==> config.mk <==
export PLATFORM = sky130hd
export DESIGN_NAME = ha_result_buffer_flat
export DESIGN_NICKNAME = d
export VERILOG_FILES = /design/src/rtl/ha_pkg.sv /design/src/rtl/ha_result_buffer_if.sv /design/src/rtl/ha_result_check.sv /design/src/rtl/ha_result_buffer.sv /design/src/flat_wrapper.sv
export SDC_FILE = /design/constraint.sdc
export NUM_CORES = 1
export LEC_CHECK = 0
export CAP_MARGIN = 25
export CORE_ASPECT_RATIO = 0.8
export CORE_MARGIN = 2
export CORE_UTILIZATION = 30
export DETAILED_ROUTE_END_ITERATION = 8
export PLACE_DENSITY = 0.56
export RECOVER_POWER = 50
export SLEW_MARGIN = 25
export SYNTH_ARGS = -nofsm -noshare
export SYNTH_HDL_FRONTEND = slang
export SYNTH_SLANG_ARGS = --single-unit
==> constraint.sdc <==
create_clock -name clk -period 2.9 [get_ports clk]
set_input_delay 0.58 -clock clk [delete_from_list [all_inputs] [get_ports clk]]
set_output_delay 0.58 -clock clk [all_outputs]
set_load 0.02 [all_outputs]
==> src/rtl/ha_pkg.sv <==
// Shared half-adder result types: packed {s,c,b,a} result word and the reference
// function that derives the expected sum/carry from a and b.
package ha_pkg;

  localparam int HA_RESULT_W = 4;

  typedef struct packed {
    logic s;
    logic c;
    logic b;
    logic a;
  } ha_result_t;

  function automatic ha_result_t ha_expected(input logic a, input logic b);
    ha_result_t r;
    r.s = a ^ b;
    r.c = a & b;
    r.b = b;
    r.a = a;
    return r;
  endfunction

endpackage

==> src/rtl/ha_result_buffer_if.sv <==
// Result-bus interface between the half-adder source, the result buffer and its consumer.
// The slave modport is the buffer; the master modport is the surrounding environment.
interface ha_result_buffer_if
  import ha_pkg::*;
#(
  parameter int DEPTH = 8,
  parameter int CNT_W = 16
);

  logic                     in_valid;
  logic [HA_RESULT_W-1:0]   in_data;
  logic                     out_valid;
  logic                     out_ready;
  logic [HA_RESULT_W-1:0]   out_data;
  logic                     full;
  logic                     empty;
  logic [$clog2(DEPTH):0]   level;
  logic                     overflow;
  logic [CNT_W-1:0]         result_cnt;
  logic                     err;
  logic [CNT_W-1:0]         err_cnt;

  modport slave (
    input  in_valid, in_data, out_ready,
    output out_valid, out_data, full, empty, level, overflow, result_cnt, err, err_cnt
  );

  modport master (
    output in_valid, in_data, out_ready,
    input  out_valid, out_data, full, empty, level, overflow, result_cnt, err, err_cnt
  );

endinterface

==> src/rtl/ha_result_check.sv <==
// Compares each accepted half-adder result against a^b / a&b; keeps a sticky
// error flag and a saturating failure count.
module ha_result_check
  import ha_pkg::*;
#(
  parameter int CNT_W = 16
) (
  input  logic             clk,
  input  logic             rst,
  input  logic             chk_valid_i,
  input  ha_result_t       result_i,
  output logic             err_o,
  output logic [CNT_W-1:0] err_cnt_o
);

  ha_result_t       exp_res;
  logic             mismatch;
  logic             err_q, err_d;
  logic [CNT_W-1:0] err_cnt_q, err_cnt_d;

  always_comb begin
    exp_res   = ha_expected(result_i.a, result_i.b);
    mismatch  = chk_valid_i && ((result_i.s != exp_res.s) || (result_i.c != exp_res.c));
    err_d     = err_q | mismatch;
    err_cnt_d = err_cnt_q;
    if (mismatch && !(&err_cnt_q)) begin
      err_cnt_d = err_cnt_q + CNT_W'(1);
    end
  end

  always_ff @(posedge clk or posedge rst) begin
    if (rst) begin
      err_q     <= 1'b0;
      err_cnt_q <= '0;
    end else begin
      err_q     <= err_d;
      err_cnt_q <= err_cnt_d;
    end
  end

  assign err_o     = err_q;
  assign err_cnt_o = err_cnt_q;

endmodule

==> src/rtl/ha_result_buffer.sv <==
// Show-ahead FIFO buffering half-adder results for a valid/ready consumer, with
// overflow tracking and result counting. Optional checker enabled by HA_RESULT_CHECK_EN.
module ha_result_buffer
  import ha_pkg::*;
#(
  parameter int DEPTH = 8,
  parameter int CNT_W = 16
) (
  input  logic              clk,
  input  logic              rst,
  ha_result_buffer_if.slave bus
);

  localparam int PTR_W = $clog2(DEPTH);
  localparam int LVL_W = PTR_W + 1;

  ha_result_t       mem_q [DEPTH];
  logic [PTR_W-1:0] wr_ptr_q, wr_ptr_d;
  logic [PTR_W-1:0] rd_ptr_q, rd_ptr_d;
  logic [LVL_W-1:0] level_q, level_d;
  logic             overflow_q, overflow_d;
  logic [CNT_W-1:0] result_cnt_q, result_cnt_d;
  logic             full, empty, push, pop;

  assign full  = (level_q == LVL_W'(DEPTH));
  assign empty = (level_q == '0);
  assign pop   = !empty && bus.out_ready;
  // A full FIFO still accepts a new result when the head leaves in the same cycle.
  assign push  = bus.in_valid && (!full || pop);

  always_comb begin
    wr_ptr_d     = wr_ptr_q;
    rd_ptr_d     = rd_ptr_q;
    level_d      = level_q;
    overflow_d   = overflow_q | (bus.in_valid & ~push);
    result_cnt_d = result_cnt_q;
    if (push) begin
      wr_ptr_d = wr_ptr_q + PTR_W'(1);
      if (!(&result_cnt_q)) begin
        result_cnt_d = result_cnt_q + CNT_W'(1);
      end
    end
    if (pop) begin
      rd_ptr_d = rd_ptr_q + PTR_W'(1);
    end
    case ({push, pop})
      2'b10:   level_d = level_q + LVL_W'(1);
      2'b01:   level_d = level_q - LVL_W'(1);
      default: level_d = level_q;
    endcase
  end

  always_ff @(posedge clk or posedge rst) begin
    if (rst) begin
      wr_ptr_q     <= '0;
      rd_ptr_q     <= '0;
      level_q      <= '0;
      overflow_q   <= 1'b0;
      result_cnt_q <= '0;
    end else begin
      wr_ptr_q     <= wr_ptr_d;
      rd_ptr_q     <= rd_ptr_d;
      level_q      <= level_d;
      overflow_q   <= overflow_d;
      result_cnt_q <= result_cnt_d;
    end
  end

  // Storage is never reset; empty gating keeps stale contents off the output.
  always_ff @(posedge clk) begin
    if (push) begin
      mem_q[wr_ptr_q] <= ha_result_t'(bus.in_data);
    end
  end

  assign bus.out_valid  = !empty;
  assign bus.out_data   = empty ? '0 : mem_q[rd_ptr_q];
  assign bus.full       = full;
  assign bus.empty      = empty;
  assign bus.level      = level_q;
  assign bus.overflow   = overflow_q;
  assign bus.result_cnt = result_cnt_q;

`ifdef HA_RESULT_CHECK_EN
  ha_result_check #(
    .CNT_W (CNT_W)
  ) u_check (
    .clk         (clk),
    .rst         (rst),
    .chk_valid_i (push),
    .result_i    (ha_result_t'(bus.in_data)),
    .err_o       (bus.err),
    .err_cnt_o   (bus.err_cnt)
  );
`else
  assign bus.err     = 1'b0;
  assign bus.err_cnt = '0;
`endif

endmodule

==> src/flat_wrapper.sv <==
// flat-port wrapper written by rule: the top's interface ports become plain ports
module ha_result_buffer_flat import ha_pkg::*;
#(
  parameter int DEPTH = 8,
  parameter int CNT_W = 16
)
  (clk, rst, bus_in_valid, bus_in_data, bus_out_ready, bus_out_valid, bus_out_data, bus_full, bus_empty, bus_level, bus_overflow, bus_result_cnt, bus_err, bus_err_cnt);
  ha_result_buffer_if #(.DEPTH(DEPTH), .CNT_W(CNT_W)) bus_i ();
  input  logic clk;
  input  logic rst;
  input wire logic [$bits(bus_i.in_valid)-1:0] bus_in_valid;
  input wire logic [$bits(bus_i.in_data)-1:0] bus_in_data;
  input wire logic [$bits(bus_i.out_ready)-1:0] bus_out_ready;
  output wire logic [$bits(bus_i.out_valid)-1:0] bus_out_valid;
  output wire logic [$bits(bus_i.out_data)-1:0] bus_out_data;
  output wire logic [$bits(bus_i.full)-1:0] bus_full;
  output wire logic [$bits(bus_i.empty)-1:0] bus_empty;
  output wire logic [$bits(bus_i.level)-1:0] bus_level;
  output wire logic [$bits(bus_i.overflow)-1:0] bus_overflow;
  output wire logic [$bits(bus_i.result_cnt)-1:0] bus_result_cnt;
  output wire logic [$bits(bus_i.err)-1:0] bus_err;
  output wire logic [$bits(bus_i.err_cnt)-1:0] bus_err_cnt;
  assign bus_i.in_valid = bus_in_valid;
  assign bus_i.in_data = bus_in_data;
  assign bus_i.out_ready = bus_out_ready;
  assign bus_out_valid = bus_i.out_valid;
  assign bus_out_data = bus_i.out_data;
  assign bus_full = bus_i.full;
  assign bus_empty = bus_i.empty;
  assign bus_level = bus_i.level;
  assign bus_overflow = bus_i.overflow;
  assign bus_result_cnt = bus_i.result_cnt;
  assign bus_err = bus_i.err;
  assign bus_err_cnt = bus_i.err_cnt;
  ha_result_buffer #(.DEPTH(DEPTH), .CNT_W(CNT_W)) u_core (.clk(clk), .rst(rst), .bus(bus_i));
endmodule
==> results of run 1 <==
worst register-to-register path, cell delays in order, from the launching register on:
cell and delay [ns]:
dfrtp_1 0.46, or4b_4 0.61, o21ai_0 0.29, clkbuf_1 0.58, nor2_1 0.20, mux2_4 0.33
per-stage QoR:
stage,instances,hold WS (ns),area (µm²),power (mW)
after global placement,360,0.4448,3291,2.614
after detailed placement,360,0.4534,3291,2.638
after global routing,376,0.4719,3558,3.901
final,376,0.4527,3558,3.679
after floorplan,223,0.5178,2874,2.123
after CTS,376,0.4643,3601,3.760
synth_stat cells, drive strengths merged (2+ instances only):
cell / number
edfxtp: 32
dfrtp: 27
buf: 20
xor2: 14
nand2: 11
nor3: 11
nor2: 10
xnor2: 9
mux4: 8
inv: 6
nand3: 6
nor4: 6
clkbuf: 5
ha: 5
mux2i: 5
a21o: 3
and4: 3
mux2: 3
nand4: 3
nand2b: 2
nor3b: 2
report_power, final:
| group | internal, mW | leakage [nW] | switching [mW] |
|---|---|---|---|
| clock network | 0.748 | 0.151 | 0.348 |
| logic | 0.652 | 0.669 | 0.604 |
| registers | 1.09 | 0.619 | 0.235 |
| total | 2.49 | 1.44 | 1.19 |
area by class of cell:
cell class              instances  area, µm²  share of cell area, %
multi-input cells             132       1015                  28.52
well taps                     115      143.9                  4.044
clock inverters                 5      77.57                  2.180
inverters                       7      27.53                 0.7736
clock buffers                  11      232.7                  6.540
flip-flops and latches         59       1637                  45.99
repair buffers                 47      425.4                  11.96
cell families (layout without fill, tap and decap cells):
family | after synthesis | count (layout) | synth area share (%)
AND/OR/NAND/NOR | 60 | 60 | 11.61
flip-flops | 59 | 59 | 58.16
buffers and inverters | 32 | 70 | 6.936
XOR/XNOR | 23 | 23 | 7.159
multiplexers | 16 | 16 | 9.515
AO/OA/AOI/OAI | 10 | 10 | 3.558
adder cells (fa/ha/maj) | 6 | 6 | 2.935
other | 1 | 17 | 0.1333
flip-flops by register name (all words and copies together), names as in the netlist:
register               count
u_core.rd_ptr_q            3
u_core.bus.level           4
u_core.bus.overflow        1
u_core.mem_q              32
u_core.bus.result_cnt     16
u_core.wr_ptr_q            3
metal layers:
| layer | track usage (%) | vias up | share of wire (%) |
|---|---|---|---|
| met5 | 0 | - | 0 |
| met4 | 3.963 | 0 | 0.74 |
| met3 | 3.356 | 4 | 2.6 |
| met2 | 17.27 | 39 | 46 |
| met1 | 15.84 | 852 | 50 |
| li1 | - | 832 | - |
timing repair:
action / CTS / global route
endpoints found under the setup margin: 0 / 1
endpoints found under the hold margin: 0 / 0
gates resized for setup: 0 / 1
setup buffers: 0 / 0
worst max-delay path by stage:
stage	start	end	cells after the start
3_5_place_dp	bus_out_ready	u_core.bus.level[3]	9
3_3_place_gp	bus_out_ready	u_core.bus.level[3]	9
5_1_grt	u_core.bus.level[0]	bus_empty	3
6_report	u_core.bus.level[0]	bus_empty	3
2_1_floorplan	u_core.bus.level[0]	u_core.bus.level[3]	8
4_1_cts	u_core.bus.level[0]	bus_full	3
==> impl_metrics.yaml, run 1 <==
run_status:
  outcome: "complete, but fails checks"
  violations: "capacitance limit, slew limit"
route:
  wl_per_cell_um: 14.40
  drt_iter0_drc: 56
  via_per_inst: 4.593
  final_antenna_net_count: 0
  drc: 0
  wl_mm: 5.413
  drt_pass1_iterations: 6
  vias: 1727
placed_design:
  pre_cts_slack_ns: 0.1853
  hpwl_mm: 3.872
  portBuffers: 35
  gp_congestion: 0.7450
yosys:
  synthArstFlopShare_pct: 45.76
  synth_ff_type: "edfxtp_1"
  netlist_instances: 207
  synth_top_cell_by_area: "edfxtp_1"
  synthDistinctLibCells: 41
  synth_edf_count: 32
  netlist_area_mm2: 0.002814
  ys_ff_latch: 59
  yosys_warnings: 0
  yosysSeqAreaShare_pct: 58.16
  yosysTopAreaCellShare_pct: 34.15
  netlist_top_cells_area: "edfxtp_1 34%, dfrtp_1 24%, mux4_2 6.4%, buf_4 4.5%, xor2_1 4.4%"
  synth_area_per_cell_um2: 13.59
timing:
  tns_ns: 0
  hold_viol: 0
  max_slew.worst_pin.slew_ns: 1.533
  rsz0062_at_grt: "false"
  setup_viol: 0
  slew_headroom_pct: -2.218
  period_needed_ns: 2.741
  skew_ns: 0.006200
  setup_ws_ns: 0.1594
  drv_slew: 28
  fin_crit_sh_pct: 94.50
  fmax_ghz: 0.3649
worst_setup_path:
  crit_type: "register to output port"
  crit_slowest_cell: "or4_1"
  reg2reg_from: "u_core.bus.level[0]"
  r2r_end: "u_core.bus.result_cnt[1]"
  crit_buf_inv: 2
  worstPathArrival_ns: 2.16
  end_kind: "output port"
  startpoint_type: "register"
  critPathTopFamily: "buffers and inverters"
  reg2reg_slack_ns: 0.32
  rr_worst_depth: 5
  worst_path_largest_cell_delay_ns: 0.62
  cp.required_ns: 2.32
  worstPathMaxFanout: 7
  path_cells: "or4_1 -> clkinv_2 -> clkdlybuf4s50_1"
hold_path:
  worst_hold_path.endpoint: "u_core.bus.overflow"
  hp-start: "u_core.bus.overflow"
  hold_depth: 1
  hold_class: "register to register"
clocking:
  h-tree-depth: 3
  clockRootBuffer: "clkbuf_16"
  clk_latency_ns: 0.32
  postCtsHoldBufs: 0
  path_clk_slew_ns: 0.05
  cts_made_buffers: 9
  cts_tree: "done"
  clockBufferDepth: 2
  clock-sinks: 59
finish:
  layout.nets: 270
  nFillCells: 880
  final_cell_mix: "32 x edfxtp_1, 28 x clkdlybuf4s50_1, 27 x dfrtp_1"
  utilization_pct: 39.21
  mostFrequentLayoutCell: "edfxtp_1"
  diodes: 0
  drive_gt1_share_pct: 13.41
  area_growth_pct: 26.46
grt:
  first_global_vias: 1755
  grt_use_total_pct: 11.46
  antenna_found_initial: 0
  grt_overflow: 0
  grt_pass1_wl_mm: 9.142
  grt_max_degree: 28
die:
  placementRows: 31
  fp.dieW_um: 112.3
  initial_core_util_pct: 31.00
  core_area_mm2: 0.009076
  pin_count: 53
  dieArea_mm2: 0.01018
  die_h_um: 90.63
power:
  p_leak_nw: 1.439
  p_per_area_mw_per_mm2: 1034
  vdd_drop_max_mv: 0.5621
run:
  drv_cap: 1
Note: power is estimated with default switching activity, not from simulation.
==> run 2, diff against run 1 <==
--- a/config.mk
+++ b/config.mk
@@ -7,9 +7,10 @@
 export LEC_CHECK = 0
 export CAP_MARGIN = 25
 export CORE_ASPECT_RATIO = 0.8
-export CORE_MARGIN = 2
+export CORE_MARGIN = 1.5
 export CORE_UTILIZATION = 30
 export DETAILED_ROUTE_END_ITERATION = 8
+export GPL_TIMING_DRIVEN = 0
 export PLACE_DENSITY = 0.56
 export RECOVER_POWER = 50
 export SLEW_MARGIN = 25
==> run 2 against run 1 <==
Effect of this change: the flow now finishes without violations; sequential share of layout area is 0.86 points lower; die area is 2.0% lower; global-route usage is 0.47 points lower; critical path type unchanged; critical endpoint unchanged.
==> impl_metrics.yaml, run 2 (synthesis gave the netlist of run 1 again) <==
grt:
  grt_overflow: 0
  grt_use_total_pct: 11.00
  grt_pass1_wl_mm: 8.411
  antenna_found_initial: 0
  grt_max_degree: 28
  first_global_vias: 1586
worst_setup_path:
  rr_worst_depth: 8
  reg2reg_slack_ns: 0.28
  r2r_end: "u_core.bus.level[3]"
  startpoint_type: "register"
  end_kind: "output port"
  reg2reg_from: "u_core.bus.level[0]"
  crit_type: "register to output port"
  cp.required_ns: 2.32
  worstPathMaxFanout: 7
  worstPathArrival_ns: 2.17
die:
  fp.dieW_um: 111.3
  initial_core_util_pct: 31.00
  dieArea_mm2: 0.009973
  die_h_um: 89.63
  pin_count: 53
  core_area_mm2: 0.009076
  placementRows: 31
route:
  drc: 0
  final_antenna_net_count: 0
  wl_per_cell_um: 13.56
  drt_pass1_iterations: 4
  wl_mm: 5.246
  vias: 1709
  drt_iter0_drc: 62
  via_per_inst: 4.416
clocking:
  postCtsHoldBufs: 0
  clock-sinks: 59
  cts_made_buffers: 9
  h-tree-depth: 3
  cts_post_setup_buffers_inserted: 0
  clockRootBuffer: "clkbuf_16"
  clk_latency_ns: 0.32
  path_clk_slew_ns: 0.05
  cts_tree: "done"
  clockBufferDepth: 2
run_status:
  outcome: "finished, final reports clean"
hold_path:
  hp-start: "u_core.bus.overflow"
  hold_class: "register to register"
  worst_hold_path.endpoint: "u_core.bus.overflow"
  hold_depth: 1
finish:
  layout.nets: 281
  fin_cells: 387
  diodes: 0
  stdcell_area_mm2: 0.003626
  largest-register: "u_core.mem_q"
  drive_gt1_share_pct: 18.38
  largest_reg_flops: 32
  mostFrequentLayoutCell: "edfxtp_1"
  area_growth_pct: 28.86
  final_cell_mix: "32 x edfxtp_1, 27 x dfrtp_1, 21 x clkdlybuf4s50_1"
  utilization_pct: 39.95
placed_design:
  pre_cts_slack_ns: -0.02398
  gp_congestion: 0.7544
  portBuffers: 33
  hpwl_mm: 3.774
  place_inst: 371
  dpl_cell_area_mm2: 0.003348
timing:
  fmax_ghz: 0.3643
  whs_ns: 0.4789
  fin_crit_sh_pct: 94.66
  setup_viol: 0
  setup_ws_ns: 0.1550
  max_slew.worst_pin.slew_ns: 1.073
  skew_ns: 0.007561
  drv_slew: 0
  rsz0062_at_grt: "false"
  slew_headroom_pct: 28.41
  hold_viol: 0
  period_needed_ns: 2.745
power:
  vdd_drop_max_mv: 0.4736
  p_leak_nw: 1.528
  p_per_area_mw_per_mm2: 974.8
run:
  drv_cap: 0
==> run 2: cell count changes in the layout (fill, tap and decap cells not counted), sizes merged <==
cell	before	now
bufinv	2	0
dlygate4sd3	7	11
dlymetal6s2s	0	1
clkbuf	15	19
buf	8	19
clkdlybuf4s50	28	21
==> run 2: how the worst max path moves through the flow <==
stage                         from                   to  slack (ns)  cells after the start
2_1_floorplan  u_core.bus.level[0]  u_core.bus.level[3]        0.25                      8
3_3_place_gp         bus_out_ready  u_core.bus.level[3]        0.02                      9
3_5_place_dp         bus_out_ready  u_core.bus.level[3]       -0.02                      9
4_1_cts         u_core.rd_ptr_q[1]      bus_out_data[0]        0.01                      5
5_1_grt         u_core.rd_ptr_q[0]      bus_out_data[0]        0.02                      5
6_report       u_core.bus.level[0]            bus_empty        0.15                      3
==> run 2: power breakdown <==
group	internal (mW)	switching, mW
combinational	0.653	0.647
clock	0.596	0.351
sequential	1.09	0.193
total	2.34	1.19
==> run 2: layout make-up <==
class | instances | area [µm²]
buffer | 25 | 173.9
clock buffer | 13 | 250.2
multi-input combinational | 132 | 1046
fill | 871 | 5450
tap | 115 | 143.9
clock inverter | 3 | 15.01
timing repair buffer | 33 | 332.8
sequential | 59 | 1637
inverter | 7 | 27.53
==> run 2: what timing repair did <==
action,CTS,global route
endpoints found under the setup margin,4,5
pin swaps,0,0
cloned,0,0
gates resized for setup,2,4
==> run 2: worst max-delay path, cell delays in order (launching register included) <==
cell	delay, ns
dfrtp_1	0.46
or4_1	0.63
clkinv_2	0.14
clkdlybuf4s50_1	0.61
==> run 2: through the flow <==
stage | power, mW | TNS, ns
after floorplan | 2.123 | 0
after global placement | 2.594 | 0
after detailed placement | 2.620 | -0.02398
after CTS | 3.584 | 0
after global routing | 3.757 | 0
final | 3.535 | 0
==> run 2: per-layer routing <==
layer  vias up  GRT usage [%]  part of all wire (%)
met5         -              0                     0
met4         0          3.797                  0.84
met3         5          3.960                   3.6
met2        37          15.67                    44
met1       820          15.55                    52
li1        847              -                     -
==> run 3, diff against run 2 <==
--- a/config.mk
+++ b/config.mk
@@ -5,13 +5,14 @@
 export SDC_FILE = /design/constraint.sdc
 export NUM_CORES = 1
 export LEC_CHECK = 0
+export ABC_AREA = 1
 export CAP_MARGIN = 25
 export CORE_ASPECT_RATIO = 0.8
 export CORE_MARGIN = 1.5
 export CORE_UTILIZATION = 30
 export DETAILED_ROUTE_END_ITERATION = 8
 export GPL_TIMING_DRIVEN = 0
-export PLACE_DENSITY = 0.56
+export PLACE_DENSITY = 0.55
 export RECOVER_POWER = 50
 export SLEW_MARGIN = 25
 export SYNTH_ARGS = -nofsm -noshare
==> run 3 against run 2 <==
Effect of this change: flip-flop and latch count stayed put; first-iteration DRC count is 150% higher; sequential power is 7% lower; clock skew is 0.0011 ns lower; final cell count is 37% higher; wire length is 18% higher; largest power group unchanged; clock power is 21% higher; largest cell class unchanged; hold slack worse by 0.0033 ns; power is 2.2% higher.
==> impl_metrics.yaml, run 3 <==
power:
  pwr-share-comb_pct: 35.1
  intPower_mw: 2.335
  p_clk_share_pct: 31.7
  p_per_area_mw_per_mm2: 927.4
  p_leak_nw: 1.682
  p_sw_mw: 1.277
  vdd_drop_max_mv: 0.3906
  seqPwrFrac_pct: 33.2
  p_sw_share_pct: 35.35
  p_total_mw: 3.612
route:
  drt_pass1_iterations: 4
  drt_iter0_drc: 152
  wl_mm: 6.210
  final_antenna_net_count: 0
  drc: 0
  wl_per_cell_um: 11.69
  vias: 2243
  via_per_inst: 4.224
die:
  fp.dieW_um: 114.7
  core_area_mm2: 0.009689
  placementRows: 32
  die_h_um: 92.39
  initial_core_util_pct: 30.93
  pin_count: 53
  dieArea_mm2: 0.01060
yosys:
  synthTopCellsByCount: "77 x nand2_1, 55 x nor2_1, 32 x edfxtp_1, 31 x o21ai_0, 27 x dfrtp_1"
  yosysTopAreaCellShare_pct: 32.07
  netlist_top_cells_area: "edfxtp_1 32%, dfrtp_1 23%, nand2_1 9.6%, nor2_1 6.9%, o21ai_0 5.2%"
  yosys_warnings: 0
  synth_area_per_cell_um2: 9.136
  yosysSeqAreaShare_pct: 54.61
  synthArstFlopShare_pct: 45.76
  synth_ff_type: "edfxtp_1"
  netlist_instances: 328
  synth_top_cell_by_area: "edfxtp_1"
  synthDistinctLibCells: 28
  synth_edf_count: 32
  ys_ff_latch: 59
  synth_most_common_cell: "nand2_1"
  netlist_area_mm2: 0.002997
finish:
  drive_gt1_share_pct: 13.16
  largest-register: "u_core.mem_q"
  nFillCells: 979
  final_cell_mix: "79 x nand2_1, 55 x nor2_1, 32 x edfxtp_1"
  mostFrequentLayoutCell: "nand2_1"
  ff_latch_area_mm2: 0.001637
  largest_reg_flops: 32
  area_growth_pct: 29.98
  diodes: 0
  layout.nets: 404
  multi_input_area_mm2: 0.001146
run:
  drv_cap: 0
worst_setup_path:
  worstPathMaxFanout: 10
  end_kind: "output port"
  cp.required_ns: 2.32
  crit_type: "register to output port"
  startpoint_type: "register"
  worstPathArrival_ns: 1.99
clocking:
  cts_post_setup_buffers_inserted: 0
  clock-sinks: 59
  path_clk_slew_ns: 0.05
  clk_latency_ns: 0.32
  postCtsHoldBufs: 0
  cts_tree: "done"
  clockBufferDepth: 2
  cts_made_buffers: 9
  h-tree-depth: 3
  clockRootBuffer: "clkbuf_16"
timing:
  tns_ns: 0
  skew_ns: 0.006484
  whs_ns: 0.4756
  drv_slew: 0
  period_needed_ns: 2.574
  rsz0062_at_grt: "false"
  fin_crit_sh_pct: 88.74
  slew_headroom_pct: 29.47
  setup_viol: 0
  hold_viol: 0
  fmax_ghz: 0.3886
  max_slew.worst_pin.slew_ns: 1.057
placed_design:
  hpwl_mm: 4.542
  portBuffers: 35
  gp_congestion: 0.7689
grt:
  grt_use_total_pct: 12.53
  grt_overflow: 0
  antenna_found_initial: 0
  grt_pass1_wl_mm: 10.23
  first_global_vias: 2013
  grt_max_degree: 28
hold_path:
  hold_class: "register to register"
run_status:
  outcome: "finished, final reports clean"
[run 3: changes by cell type in the layout (fill, tap and decap cells not counted), sizes merged, moves of 6 or more]
cell / delta
nor2: +47
nor3: -10
xor2: -9
nand2: +70
nand3: +8
mux4: -8
clkbuf: -8
inv: +19
nor4: -6
o21ai: +34
[run 3: metal layers]
layer	GRT usage, %	wire [µm]
met1	17.68	3117
met3	3.272	293
met5	0	0
met2	18.76	2717
met4	4.012	82
[run 3: metrics by stage]
stage	util, %	setup slack (ns)	cells	instance area [µm²]
finish	40.20	0.3265	531	3895
global placement	36.92	0.2543	515	3577
floorplan	-	0.9468	344	3057
detailed placement	36.92	0.2400	515	3577
global route	40.20	0.1523	531	3895
CTS	40.28	0.008641	531	3902
[run 3: cell families (layout without fill, tap and decap cells)]
kind of cell,Yosys count,in the layout,share of synthesized area [%]
and+or+nand+nor,158,158,22.05
other,1,17,0.1251
buffers and inverters,49,100,8.977
adders and majority gates,6,6,2.756
muxes,1,1,0.3758
AOI/OAI and AO/OA,38,38,6.430
xor gates and xnor gates,16,16,4.676
DFF,59,59,54.61
[run 3: layout make-up]
cell class / count / share of cell area [%]
clock buffers: 9 / 5.782
plain buffers: 25 / 4.497
well taps: 136 / 4.369
multi-input cells: 236 / 29.42
repair buffers: 35 / 9.059
clock inverters: 7 / 2.538
inverters: 24 / 2.313
flip-flops and latches: 59 / 42.02
[run 3: critical path, cell delays in order, from the launching register on]
cell           delay [ns]
dfrtp_1              0.35
buf_2                0.20
inv_2                0.10
buf_4                0.18
o21ai_0              0.24
o21ai_0              0.14
nor2_1               0.10
nor2_1               0.06
dlygate4sd2_1        0.32
[run 3: path summary, 6_finish.rpt]
kind | startpoint | endpoint | slack (ns) | cells after the start
setup / recovery | u_core.rd_ptr_q[0] | bus_out_data[1] | 0.33 | 8
hold / removal | u_core.bus.overflow | u_core.bus.overflow | 0.48 | 1
setup reg to reg | u_core.bus.level[0] | u_core.bus.level[3] | 0.93 | 11
hold reg to reg | u_core.bus.overflow | u_core.bus.overflow | 0.48 | 1
max in group asynchronous | rst | u_core.wr_ptr_q[2] | 1.29 | 2
min in group asynchronous | rst | u_core.bus.result_cnt[13] | 0.97 | 2
[run 3: what timing repair did]
action                     4_1_cts  5_1_grt
resized for setup                4        4
setup endpoints to repair        4        2
pin swaps                        0        0
[run 3: power groups by stage]
stage                     sequential [mW]  clock (mW)  combinational (mW)
after floorplan                      1.27           0               0.767
final                                1.20        1.15                1.27
after CTS                            1.20        1.18                1.29
after global routing                 1.23        1.21                1.41
after global placement               1.21           0                1.28
after detailed placement             1.22           0                1.30
